## src/rtl/ex_div_unit.sv

```systemverilog
// RV32M divide/remainder unit for the EX stage: radix-2 restoring divider
// that stalls the front of the pipeline until its result is ready.
module ex_div_unit #(
  parameter int XLEN = 32
) (
  input  logic            CLK,
  input  logic            RST,
  input  logic            START,
  input  logic            FLUSH,
  input  logic [1:0]      OP,
  input  logic [XLEN-1:0] OPERAND_A,
  input  logic [XLEN-1:0] OPERAND_B,
  output logic            STALL,
  output logic            BUSY,
  output logic            DONE,
  output logic [XLEN-1:0] RESULT
);

  localparam int CW = $clog2(XLEN);
  localparam logic [CW-1:0]   CNT_MAX = CW'(XLEN - 1);
  localparam logic [CW-1:0]   CNT_ONE = {{(CW-1){1'b0}}, 1'b1};
  localparam logic [XLEN-1:0] ONE     = {{(XLEN-1){1'b0}}, 1'b1};
  localparam logic [XLEN-1:0] MIN_NEG = {1'b1, {(XLEN-1){1'b0}}};

  typedef enum logic [1:0] {
    ST_IDLE = 2'd0,
    ST_CALC = 2'd1,
    ST_FIX  = 2'd2,
    ST_DONE = 2'd3
  } state_t;

  state_t          state_r;
  logic            sel_rem_r;
  logic            neg_q_r;
  logic            neg_rem_r;
  logic [CW-1:0]   cnt_r;
  logic [XLEN-1:0] q_r;
  logic [XLEN-1:0] b_r;
  logic [XLEN-1:0] rem_r;
  logic [XLEN-1:0] result_r;
  logic            busy_r;
  logic            done_r;

  logic            is_signed_s;
  logic [XLEN-1:0] a_mag_s;
  logic [XLEN-1:0] b_mag_s;
  logic            div_zero_s;
  logic            ovf_s;
  logic [XLEN:0]   rem_sh_s;
  logic            ge_s;
  logic [XLEN-1:0] rem_nxt_s;
  logic [XLEN-1:0] q_fix_s;
  logic [XLEN-1:0] rem_fix_s;

  function automatic logic [XLEN-1:0] neg2c(input logic [XLEN-1:0] x);
    return (~x) + ONE;
  endfunction

  // Operand conditioning and special-case detection for the accept edge
  always_comb begin
    is_signed_s = ~OP[0];
    a_mag_s     = OPERAND_A;
    b_mag_s     = OPERAND_B;
    if (is_signed_s && OPERAND_A[XLEN-1]) begin
      a_mag_s = neg2c(OPERAND_A);
    end else begin
      a_mag_s = OPERAND_A;
    end
    if (is_signed_s && OPERAND_B[XLEN-1]) begin
      b_mag_s = neg2c(OPERAND_B);
    end else begin
      b_mag_s = OPERAND_B;
    end
    div_zero_s = (OPERAND_B == '0);
    ovf_s      = is_signed_s && (OPERAND_A == MIN_NEG) && (OPERAND_B == '1);
  end

  // One restoring step; the remainder stays below |B| so XLEN bits hold it between steps
  always_comb begin
    rem_sh_s  = {rem_r, q_r[XLEN-1]};
    ge_s      = (rem_sh_s >= {1'b0, b_r});
    rem_nxt_s = rem_sh_s[XLEN-1:0];
    if (ge_s) begin
      rem_nxt_s = rem_sh_s[XLEN-1:0] - b_r;
    end else begin
      rem_nxt_s = rem_sh_s[XLEN-1:0];
    end
  end

  // Sign restoration applied in FIX
  always_comb begin
    q_fix_s   = q_r;
    rem_fix_s = rem_r;
    if (neg_q_r) begin
      q_fix_s = neg2c(q_r);
    end else begin
      q_fix_s = q_r;
    end
    if (neg_rem_r) begin
      rem_fix_s = neg2c(rem_r);
    end else begin
      rem_fix_s = rem_r;
    end
  end

  // Divider control FSM with datapath and registered status outputs
  always_ff @(posedge CLK) begin
    if (RST) begin
      state_r   <= ST_IDLE;
      sel_rem_r <= 1'b0;
      neg_q_r   <= 1'b0;
      neg_rem_r <= 1'b0;
      cnt_r     <= '0;
      q_r       <= '0;
      b_r       <= '0;
      rem_r     <= '0;
      result_r  <= '0;
      busy_r    <= 1'b0;
      done_r    <= 1'b0;
    end else if (FLUSH) begin
      state_r <= ST_IDLE;
      busy_r  <= 1'b0;
      done_r  <= 1'b0;
    end else begin
      case (state_r)
        ST_IDLE: begin
          done_r <= 1'b0;
          if (START) begin
            sel_rem_r <= OP[1];
            q_r       <= a_mag_s;
            b_r       <= b_mag_s;
            rem_r     <= '0;
            neg_q_r   <= is_signed_s && (OPERAND_A[XLEN-1] ^ OPERAND_B[XLEN-1]);
            neg_rem_r <= is_signed_s && OPERAND_A[XLEN-1];
            if (div_zero_s) begin
              result_r <= OP[1] ? OPERAND_A : '1;
              state_r  <= ST_DONE;
              busy_r   <= 1'b0;
              done_r   <= 1'b1;
            end else if (ovf_s) begin
              result_r <= OP[1] ? '0 : MIN_NEG;
              state_r  <= ST_DONE;
              busy_r   <= 1'b0;
              done_r   <= 1'b1;
            end else begin
              cnt_r   <= CNT_MAX;
              state_r <= ST_CALC;
              busy_r  <= 1'b1;
            end
          end else begin
            state_r <= ST_IDLE;
            busy_r  <= 1'b0;
          end
        end
        ST_CALC: begin
          q_r   <= {q_r[XLEN-2:0], ge_s};
          rem_r <= rem_nxt_s;
          if (cnt_r == '0) begin
            state_r <= ST_FIX;
          end else begin
            cnt_r <= cnt_r - CNT_ONE;
          end
        end
        ST_FIX: begin
          result_r <= sel_rem_r ? rem_fix_s : q_fix_s;
          state_r  <= ST_DONE;
          busy_r   <= 1'b0;
          done_r   <= 1'b1;
        end
        ST_DONE: begin
          state_r <= ST_IDLE;
          done_r  <= 1'b0;
        end
        default: begin
          state_r <= ST_IDLE;
          busy_r  <= 1'b0;
          done_r  <= 1'b0;
        end
      endcase
    end
  end

  // STALL must cover the accept cycle itself, so it is decoded combinationally
  always_comb begin
    STALL = 1'b0;
    case (state_r)
      ST_IDLE: STALL = START & ~FLUSH;
      ST_CALC: STALL = 1'b1;
      ST_FIX:  STALL = 1'b1;
      ST_DONE: STALL = 1'b0;
      default: STALL = 1'b0;
    endcase
  end

  assign BUSY   = busy_r;
  assign DONE   = done_r;
  assign RESULT = result_r;

endmodule

```

## config.mk

```make
export PLATFORM = sky130hd
export DESIGN_NAME = ex_div_unit
export DESIGN_NICKNAME = d
export VERILOG_FILES = /design/src/rtl/ex_div_unit.sv
export SDC_FILE = /design/constraint.sdc
export NUM_CORES = 1
export LEC_CHECK = 0
export CORE_UTILIZATION = 30
export CTS_CLUSTER_DIAMETER = 100
export DETAILED_ROUTE_END_ITERATION = 10
export GPL_ROUTABILITY_DRIVEN = 0
export PLACE_DENSITY = 0.51
export SLEW_MARGIN = 30
export SYNTH_ARGS = -nofsm -noshare
export SYNTH_HDL_FRONTEND = slang
export SYNTH_SLANG_ARGS = --single-unit
```

## constraint.sdc

```tcl
create_clock -name CLK -period 4.82 [get_ports CLK]
set_input_delay 1.446 -clock CLK [delete_from_list [all_inputs] [get_ports CLK]]
set_output_delay 1.446 -clock CLK [all_outputs]
set_load 0.02 [all_outputs]
```

# [Yosys cells after proc, flatten, opt, wreduce, memory -nomap -nowiden]
# Cells that the tools add are included.
[word_totals] out_inout_bits=35 reg_bits=140 word_cells=89 inputBits=70
[op_classes] add_sub_neg=6 bitwise=8 muxes=35 reduce_logical=17 order_cmp=1 eq_ne=11
[op_table] op="32-bit two-way mux" count=13
[op_table] op="32-bit case mux with 2 select lines" count=3
[op_table] op="32-bit by 1-bit adder with 32-bit output, second input constant" count=4
[op_table] op="32-bit inverter" count=4
[op_table] op="32-bit equality test, second input constant" count=2
[op_table] op="33-bit by 32-bit greater-or-equal comparator with 1-bit output" count=1
[op_table] op="32-bit logical NOT" count=1
[op_table] op="32-bit subtractor" count=1
[op_table] op="5-bit two-way mux" count=4
[op_table] op="2-bit inequality test, second input constant" count=5
[op_table] op="5-bit case mux with 2 select lines" count=1
[op_table] op="2-bit two-way mux" count=4
[op_table] op="2-bit case mux with 4 select lines" count=1
[op_table] op="1-bit two-way mux" count=6
[op_table] op="1-bit case mux with 3 select lines" count=2
[op_table] op="3-bit AND reduction" count=2
[op_table] op="6-bit AND reduction" count=1
[op_table] op="1-bit logical AND" count=5
[op_table] op="5-bit logical NOT" count=1
[op_table] op="5-bit by 1-bit subtractor with 5-bit output, second input constant" count=1
[op_table] op="2-bit equality test, second input constant" count=2
[op_table] op="4-bit AND reduction" count=1
[op_table] op="2-bit nonzero test" count=2
[op_table] op="2-bit OR reduction" count=2
[op_table] op="other kinds (8)" count=9

# [Depth between registers and ports, before layout]
# Gate-level depths: netlist of the first run.
[depth] ltp_word=7 depth_mapped=13 ltp_nobuf=13

# [Least setup slack after synthesis of the first run]
# No wires, ideal clock.
[synth_path] path_type="input to register" from="input port OPERAND_A[0]" to="register result_r[24] (netlist: RESULT[24])" t_required_ns=4.703 arrival_time_ns=3.848 setup_ns=0.117 path_buffers=1 stages=11 setup_slack_ns=0.855 cell_sequence="inv_1 -> ha_1 -> or4b_4 -> nor3_4 -> nand2_1 -> or4_4 -> nor2_1 -> o311a_2 -> nor2_1 -> clkbuf_1 -> a22o_1"
[synth_via] elab_chain_len=5
[synth_lines] item="from (decl)" line="11" rtl="input logic [XLEN-1:0] OPERAND_A,"
[synth_lines] item="32-bit equality test" line="75" rtl="ovf_s = is_signed_s && (OPERAND_A == MIN_NEG) && (OPERAND_B == '1);"
[synth_lines] item="1-bit logical AND (2 in a row)" line="75"
[synth_lines] item="3-bit inequality test (no line)"
[synth_lines] item="4-bit AND reduction (no line)"
[synth_lines] item="to (signal assigned)" line="136" rtl="result_r <= OP[1] ? OPERAND_A : '1;"
[synth_lines] item="to (signal assigned)" line="141" rtl="result_r <= OP[1] ? '0 : MIN_NEG;"
[synth_lines] item="to (signal assigned)" line="165" rtl="result_r <= sel_rem_r ? rem_fix_s : q_fix_s;"
[synth_lines] item="to (decl)" line="40" rtl="logic [XLEN-1:0] result_r;"
# Every way passes these cells.
# A chain may end at the register's enable or synchronous reset.

# [Worst setup path after layout of the first run]
[layout_path] from="input port OPERAND_B[16]" to="register result_r[26] (netlist: RESULT[26])"
[layout_via] elab_chain_len=4 elab_cells_between_ends=8 cone_classes="2 x eq/ne; 3 x mux; 3 x reduce/logical"
[layout_lines] item="from (decl)" line="12" rtl="input logic [XLEN-1:0] OPERAND_B,"
[layout_lines] item="32-bit equality test or 32-bit logical NOT (tied branches)" line="75, 74"
[layout_lines] item="1-bit logical AND or 32-bit two-way mux (tied branches)" line="75, 135"
[layout_lines] item="3-bit inequality test (no line) or 32-bit two-way mux (tied branches)"
[layout_lines] item="4-bit AND reduction (no line) or 32-bit case mux with 2 select lines (tied branches)"
# Several ways; a longest one is shown, not always the timed one. The select of a mux whose other input is x is not followed.

==> flow_summary_export.csv, run 1 <==
group,metric,value,unit
drt,drt-pass1-iter-count,5,
drt,route.detailed.drc,0,
pwr,vdd.ir_drop.worst,0.248,mV
clocking,cts_buffers,17,
clocking,tritoncts,"built",
place,dpl.cell_count,1988,
drt,drt-total-wl,37400,um
pwr,power.share.switching,0.301,
pwr,power,0.00339,W
timing,finClkSkew,0.0137,ns
die,pin_count,105,
die,die_area,0.0364,mm^2
die,fp.dieH,191,um
die,start_util,0.307,
pwr,p_per_area,262,mW/mm^2
drt,post_drt_via_cell_ratio,5.39,
critical_path,path_cells,"clkdlybuf4s50_1 > or4_4 > or4_4 > nor3_4 > nand2_2 > nor3_4 > o311a_2 > nor3b_4 > o21ai_1 > o21ai_1",
yosys,muxShareOfSynthArea,0.0114,
final_layout,antenna_cells,0,
yosys,synth_top_area_frac,0.262,
die,core.rowCount,68,
timing,hold_violations,0,
global_route,antenna_found_initial,0,
yosys,synth_top_area_cell,"dfxtp_1",
yosys,avgSynthCellArea,7.25,um^2
yosys,ys_warn_count,0,
critical_path,cp.arrival,4.68,ns
yosys,synth_cell_type_count,70,
final_layout,nNetsFinal,1667,
critical_path,start_kind,"input pin",
yosys,synth.net_count,1589,
yosys,synth_area_leaders,"dfxtp_1, nand2_1, o21ai_0",
yosys,synth_top_family_by_area,"compound AO/OA/AOI/OAI gates",
timing,setup-tns-final,0,ns
yosys,synth-seq-cells,140,
global_route,grt_pass1_wl,58700,um
global_route,use_met1,0.290,
yosys,ys_seq_area_frac,0.262,
final_layout,drive_gt1_frac,0.0633,
pwr,clkPwrFrac,0.429,
drt,dr_total_vias,10900,
die,core_area,0.0348,mm^2
critical_path,worst_setup_path_end_kind,"register",
global_route,use_met2,0.329,
critical_path,slowest_delay,0.59,ns
yosys,syn_area,0.0107,mm^2
yosys,synthXorXnorAreaFrac,0.115,
timing,rsz0062_at_grt,"false",
timing,timing.hold.ws,0.462,ns
clocking,hold_buffers,0,
pwr,p_leak,4.68,nW
die,die_w,191,um
clocking,h-tree-depth,4,
drt,wl_per_cell,18.5,um
clocking,cts_resized,0,
drt,ant_nets,0,
yosys,synthArstFlopShare,0,
global_route,grtUsageTotal,0.208,
yosys,synth.most_common_cell,"nand2_1",
final_layout,num-fill-cells,3680,
clocking,cts_buffer_depth,2,
pwr,switchingPower,0.00102,W
pwr,p_seq_frac,0.369,
final_layout,final_cells,2019,
yosys,synth_ff_type,"dfxtp_1",
critical_path,path_max_fanout,9,
min_path,hold_class,"reg2reg",
clocking,post_cts_buffers,0,
clocking,numClockSinks,140,
global_route,busiest_layer,"met2",
clocking,clk_latency,0.45,ns
pwr,combPwrFrac,0.202,
yosys,synth_edf_count,0,
global_route,grt_max_degree,64,
place,dpl.hpwl,28000,um
global_route,grt_use_met3,0.0276,
critical_path,critical_path_required,5.19,ns
timing,worst_slew_pin_slew,0.861,ns
yosys,synth_compound_area_frac,0.279,
clocking,clk_pin_slew_worst_paths,0.07,ns
outcome,status,"complete, no violations",
yosys,synth_fa_ha_area_frac,0.0534,
final_layout,areaGrowthSynthToFinish,21.0,%
flow_run,maxCapViolations,0,
global_route,first_global_vias,10300,
drt,drt_iter0_markers,836,
yosys,ys_top_cells_by_count,"nand2_1, nor2_1, o21ai_0",
global_route,grt_overflow,0,
pwr,p_int,0.00237,W
timing,period_needed,4.31,ns
critical_path,crit_type,"in2reg",
place,io_buffers,104,
final_layout,final_util,0.371,
timing,fmax,0.232,GHz
clocking,ctsRootBufferMaster,"clkbuf_16",
timing,slew_viol_final,0,
timing,relSlewSlack,0.421,
timing,setup_viol,0,
yosys,synthSimpleGateAreaFrac,0.228,
critical_path,crit_slowest_cell,"or4_4",
timing,period_share,0.894,
yosys,synthesis.instances,1474,
==> cells by family (layout without fill, tap and decap cells) <==
| family | after synthesis | in the layout |
|---|---|---|
| buf+inv | 143 | 233 |
| fa+ha+maj | 45 | 45 |
| flops | 140 | 140 |
| compound gates | 476 | 476 |
| xor+xnor | 140 | 140 |
| simple gates | 518 | 518 |
| mux | 12 | 12 |
==> per-layer routing <==
metal | share of wire | up-vias
met1 | 0.48 | 5066
met3 | 0.051 | 39
met4 | 0.017 | 0
met2 | 0.45 | 339
met5 | 0 | -
li1 | - | 5439
==> placed cells by master (no fill, tap or decap), drive strengths merged, types with 11 or more instances in the layout <==
cell type | netlist | layout
mux2i | 11 | 11
xnor2 | 74 | 74
clkbuf | 77 | 21
dfxtp | 140 | 140
buf | 10 | 43
o41ai | 16 | 16
nor2 | 143 | 143
o31ai | 21 | 21
inv | 55 | 55
o21ai | 149 | 149
or4 | 19 | 19
or3 | 19 | 19
a21oi | 129 | 129
clkdlybuf4s50 | 0 | 103
o211ai | 26 | 26
a311oi | 15 | 15
nand3 | 25 | 25
nand2b | 15 | 15
nor4 | 14 | 14
a211oi | 37 | 37
ha | 44 | 44
nor3 | 22 | 22
nand4 | 20 | 20
xor2 | 66 | 66
nand2 | 204 | 204
==> registers in the layout (all words and copies together), names as in the netlist <==
register   count
RESULT        32
b_r           32
q_r           32
rem_r         32
cnt_r          5
state_r        2
BUSY           1
DONE           1
neg_q_r        1
neg_rem_r      1
sel_rem_r      1
==> worst max-delay path, delay by kind of cell <==
family,cells,cell delay [ns]
AOI/OAI and AO/OA,3,0.52
and+or+nand+nor,6,2.24
buffers and inverters,1,0.48
==> stage by stage <==
stage / worst slack (ns) / cell area [um^2]
floorplan: 0.855 / 10700
global placement: 0.162 / 12300
detailed placement: 0.0635 / 12300
CTS: 0.527 / 12900
global route: 0.312 / 12900
finish: 0.511 / 12900
==> worst paths after layout <==
check                           depth (start not counted)  slack (ns)                  from                      end
worst max-delay path                                   10        0.51         OPERAND_B[16]  RESULT[26]$_SDFFE_PP0P_
worst max register to register                         10        1.03   b_r[2]$_SDFFE_PP0P_   rem_r[24]$_SDFFE_PP0P_
worst min register to register                          2        0.46  b_r[31]$_SDFFE_PP0P_     b_r[31]$_SDFFE_PP0P_
worst min-delay path                                    2        0.46  b_r[31]$_SDFFE_PP0P_     b_r[31]$_SDFFE_PP0P_
==> power groups by stage <==
stage               sequential, W  clock, W  combinational [W]
floorplan                 0.00125         0           0.000453
global placement          0.00128         0           0.000677
detailed placement        0.00128         0           0.000677
CTS                       0.00125   0.00148           0.000682
global route              0.00126   0.00152           0.000761
finish                    0.00125   0.00145           0.000683
==> cell type report <==
type	instances	area, um^2	share of cell area
well taps	455	569	0.0440
multi-input cells	1191	7350	0.569
inverters	56	210	0.0163
flip-flops and latches	140	2800	0.217
repair buffers	146	1370	0.106
clock buffers	21	460	0.0356
clock inverters	10	165	0.0128
Note: power is estimated with default switching activity, not from simulation.
==> inputs of run 2 (changes only) <==
--- a/config.mk
+++ b/config.mk
@@ -9,7 +9,7 @@
 export CTS_CLUSTER_DIAMETER = 100
 export DETAILED_ROUTE_END_ITERATION = 10
 export GPL_ROUTABILITY_DRIVEN = 0
-export PLACE_DENSITY = 0.51
+export PLACE_DENSITY = 0.49
 export SLEW_MARGIN = 30
 export SYNTH_ARGS = -nofsm -noshare
 export SYNTH_HDL_FRONTEND = slang
==> run 2 against run 1 <==
Net effect:
- die area is the same
- maximum frequency shrank 3.0%
- global-route usage shrank 0.092 points
- cell area grew 0.29%
==> flow_summary_export.csv, run 2 (synthesized netlist as in run 1, its figures left out) <==
group,metric,value,unit
flow_run,maxCapViolations,0,
drt,drt-total-wl,37300,um
outcome,status,"complete, no violations",
die,die_area,0.0364,mm^2
timing,fmax,0.225,GHz
timing,finClkSkew,0.0119,ns
place,io_buffers,104,
timing,relSlewSlack,0.399,
pwr,p_leak,4.70,nW
die,fp.dieH,191,um
final_layout,num-fill-cells,3687,
clocking,cts_buffer_depth,2,
die,core_area,0.0348,mm^2
final_layout,drive_gt1_frac,0.0627,
place,dpl.hpwl,28200,um
clocking,clk_pin_slew_worst_paths,0.07,ns
critical_path,crit_type,"in2reg",
pwr,power.share.switching,0.297,
final_layout,final_cell_mix,"nand2_1, o21ai_0, nor2_1",
clocking,h-tree-depth,4,
timing,period_needed,4.44,ns
timing,setup-tns-final,0,ns
timing,worst_slew_pin_slew,0.894,ns
pwr,switchingPower,0.00103,W
min_path,hold_class,"reg2reg",
clocking,clk_latency,0.44,ns
clocking,numClockSinks,140,
clocking,cts_resized,0,
pwr,clkPwrFrac,0.442,
critical_path,worst_setup_path_end_kind,"register",
drt,ant_nets,0,
drt,wl_per_cell,18.5,um
pwr,combPwrFrac,0.198,
die,core.rowCount,68,
final_layout,layout_commonest_cell,"nand2_1",
timing,hold_violations,0,
clocking,ctsRootBufferMaster,"clkbuf_16",
drt,post_drt_via_cell_ratio,5.38,
clocking,post_cts_buffers,0,
timing,slew_viol_final,0,
critical_path,critical_path_required,5.20,ns
final_layout,nNetsFinal,1666,
die,pin_count,105,
critical_path,start_kind,"input pin",
die,die_w,191,um
timing,rsz0062_at_grt,"false",
pwr,p_int,0.00244,W
global_route,antenna_found_initial,0,
timing,period_share,0.922,
timing,setup_viol,0,
global_route,grt_pass1_wl,58200,um
critical_path,path_max_fanout,9,
global_route,first_global_vias,9999,
clocking,hold_buffers,0,
clocking,cts_buffers,17,
final_layout,antenna_cells,0,
pwr,p_seq_frac,0.360,
global_route,grt_overflow,0,
global_route,grtUsageTotal,0.207,
pwr,vdd.ir_drop.worst,0.255,mV
global_route,grt_max_degree,65,
pwr,p_per_area,268,mW/mm^2
pwr,power,0.00347,W
clocking,tritoncts,"built",
final_layout,areaGrowthSynthToFinish,21.3,%
drt,drt_iter0_markers,654,
drt,drt-pass1-iter-count,6,
drt,route.detailed.drc,0,
critical_path,cp.arrival,4.82,ns
die,start_util,0.307,
drt,dr_total_vias,10900,
[run 2: cell count changes in the layout (fill, tap and decap cells not counted), sizes merged]
cell      before  now
clkinvlp       3    1
buf           43   42
inv           55   56
bufinv         4    5
clkbuf        21   22
[run 2: critical path: stages]
cell and delay [ns]:
clkdlybuf4s50_1 0.44, inv_1 0.10, ha_1 0.19, or4b_4 0.52, nor3_4 0.21, nand2_1 0.14, or4_4 0.59, nor2_1 0.16
o311a_2 0.28, nor3b_4 0.44, o21ai_1 0.14, o21ai_1 0.14
[run 2: metal layers]
layer / wire (um) / GRT usage / share of wire / vias up
li1: - / - / - / 5445
met5: 0 / 0 / 0 / -
met1: 18500 / 0.298 / 0.50 / 5123
met3: 1690 / 0.0278 / 0.045 / 25
met4: 371 / 0.0452 / 0.0099 / 0
met2: 16700 / 0.324 / 0.45 / 270
[run 2: per-stage QoR]
stage	hold slack [ns]	utilization	cells	setup slack [ns]	area [um^2]
global route	0.478	0.373	2019	0.220	13000
finish	0.466	0.373	2019	0.375	13000
global placement	0.442	0.354	1987	0.0949	12300
floorplan	0.432	-	1474	0.855	10700
CTS	0.466	0.373	2019	0.434	13000
detailed placement	0.458	0.354	1987	0.0152	12300
[run 2: final timing paths]
path | start | end | slack (ns) | depth (start not counted)
worst max-delay path | OPERAND_A[0] | RESULT[26]$_SDFFE_PP0P_ | 0.38 | 12
worst min-delay path | b_r[31]$_SDFFE_PP0P_ | b_r[31]$_SDFFE_PP0P_ | 0.47 | 2
worst max register to register | rem_r[18]$_SDFFE_PP0P_ | rem_r[24]$_SDFFE_PP0P_ | 1.14 | 11
worst min register to register | b_r[31]$_SDFFE_PP0P_ | b_r[31]$_SDFFE_PP0P_ | 0.47 | 2
[run 2: power by group through the flow]
stage	clock network, W	logic (W)	registers (W)
global route	0.00159	0.000761	0.00125
detailed placement	0	0.000682	0.00127
global placement	0	0.000681	0.00127
CTS	0.00155	0.000686	0.00125
finish	0.00154	0.000687	0.00125
floorplan	0	0.000453	0.00125
[run 2: layout make-up]
class,count,area [um^2],area share
clock buffer,22,474,0.0366
clock inverter,10,185,0.0143
inverter,56,210,0.0162
multi-input combinational,1191,7350,0.567
sequential,140,2800,0.216
tap,455,569,0.0439
timing repair buffer,145,1370,0.106
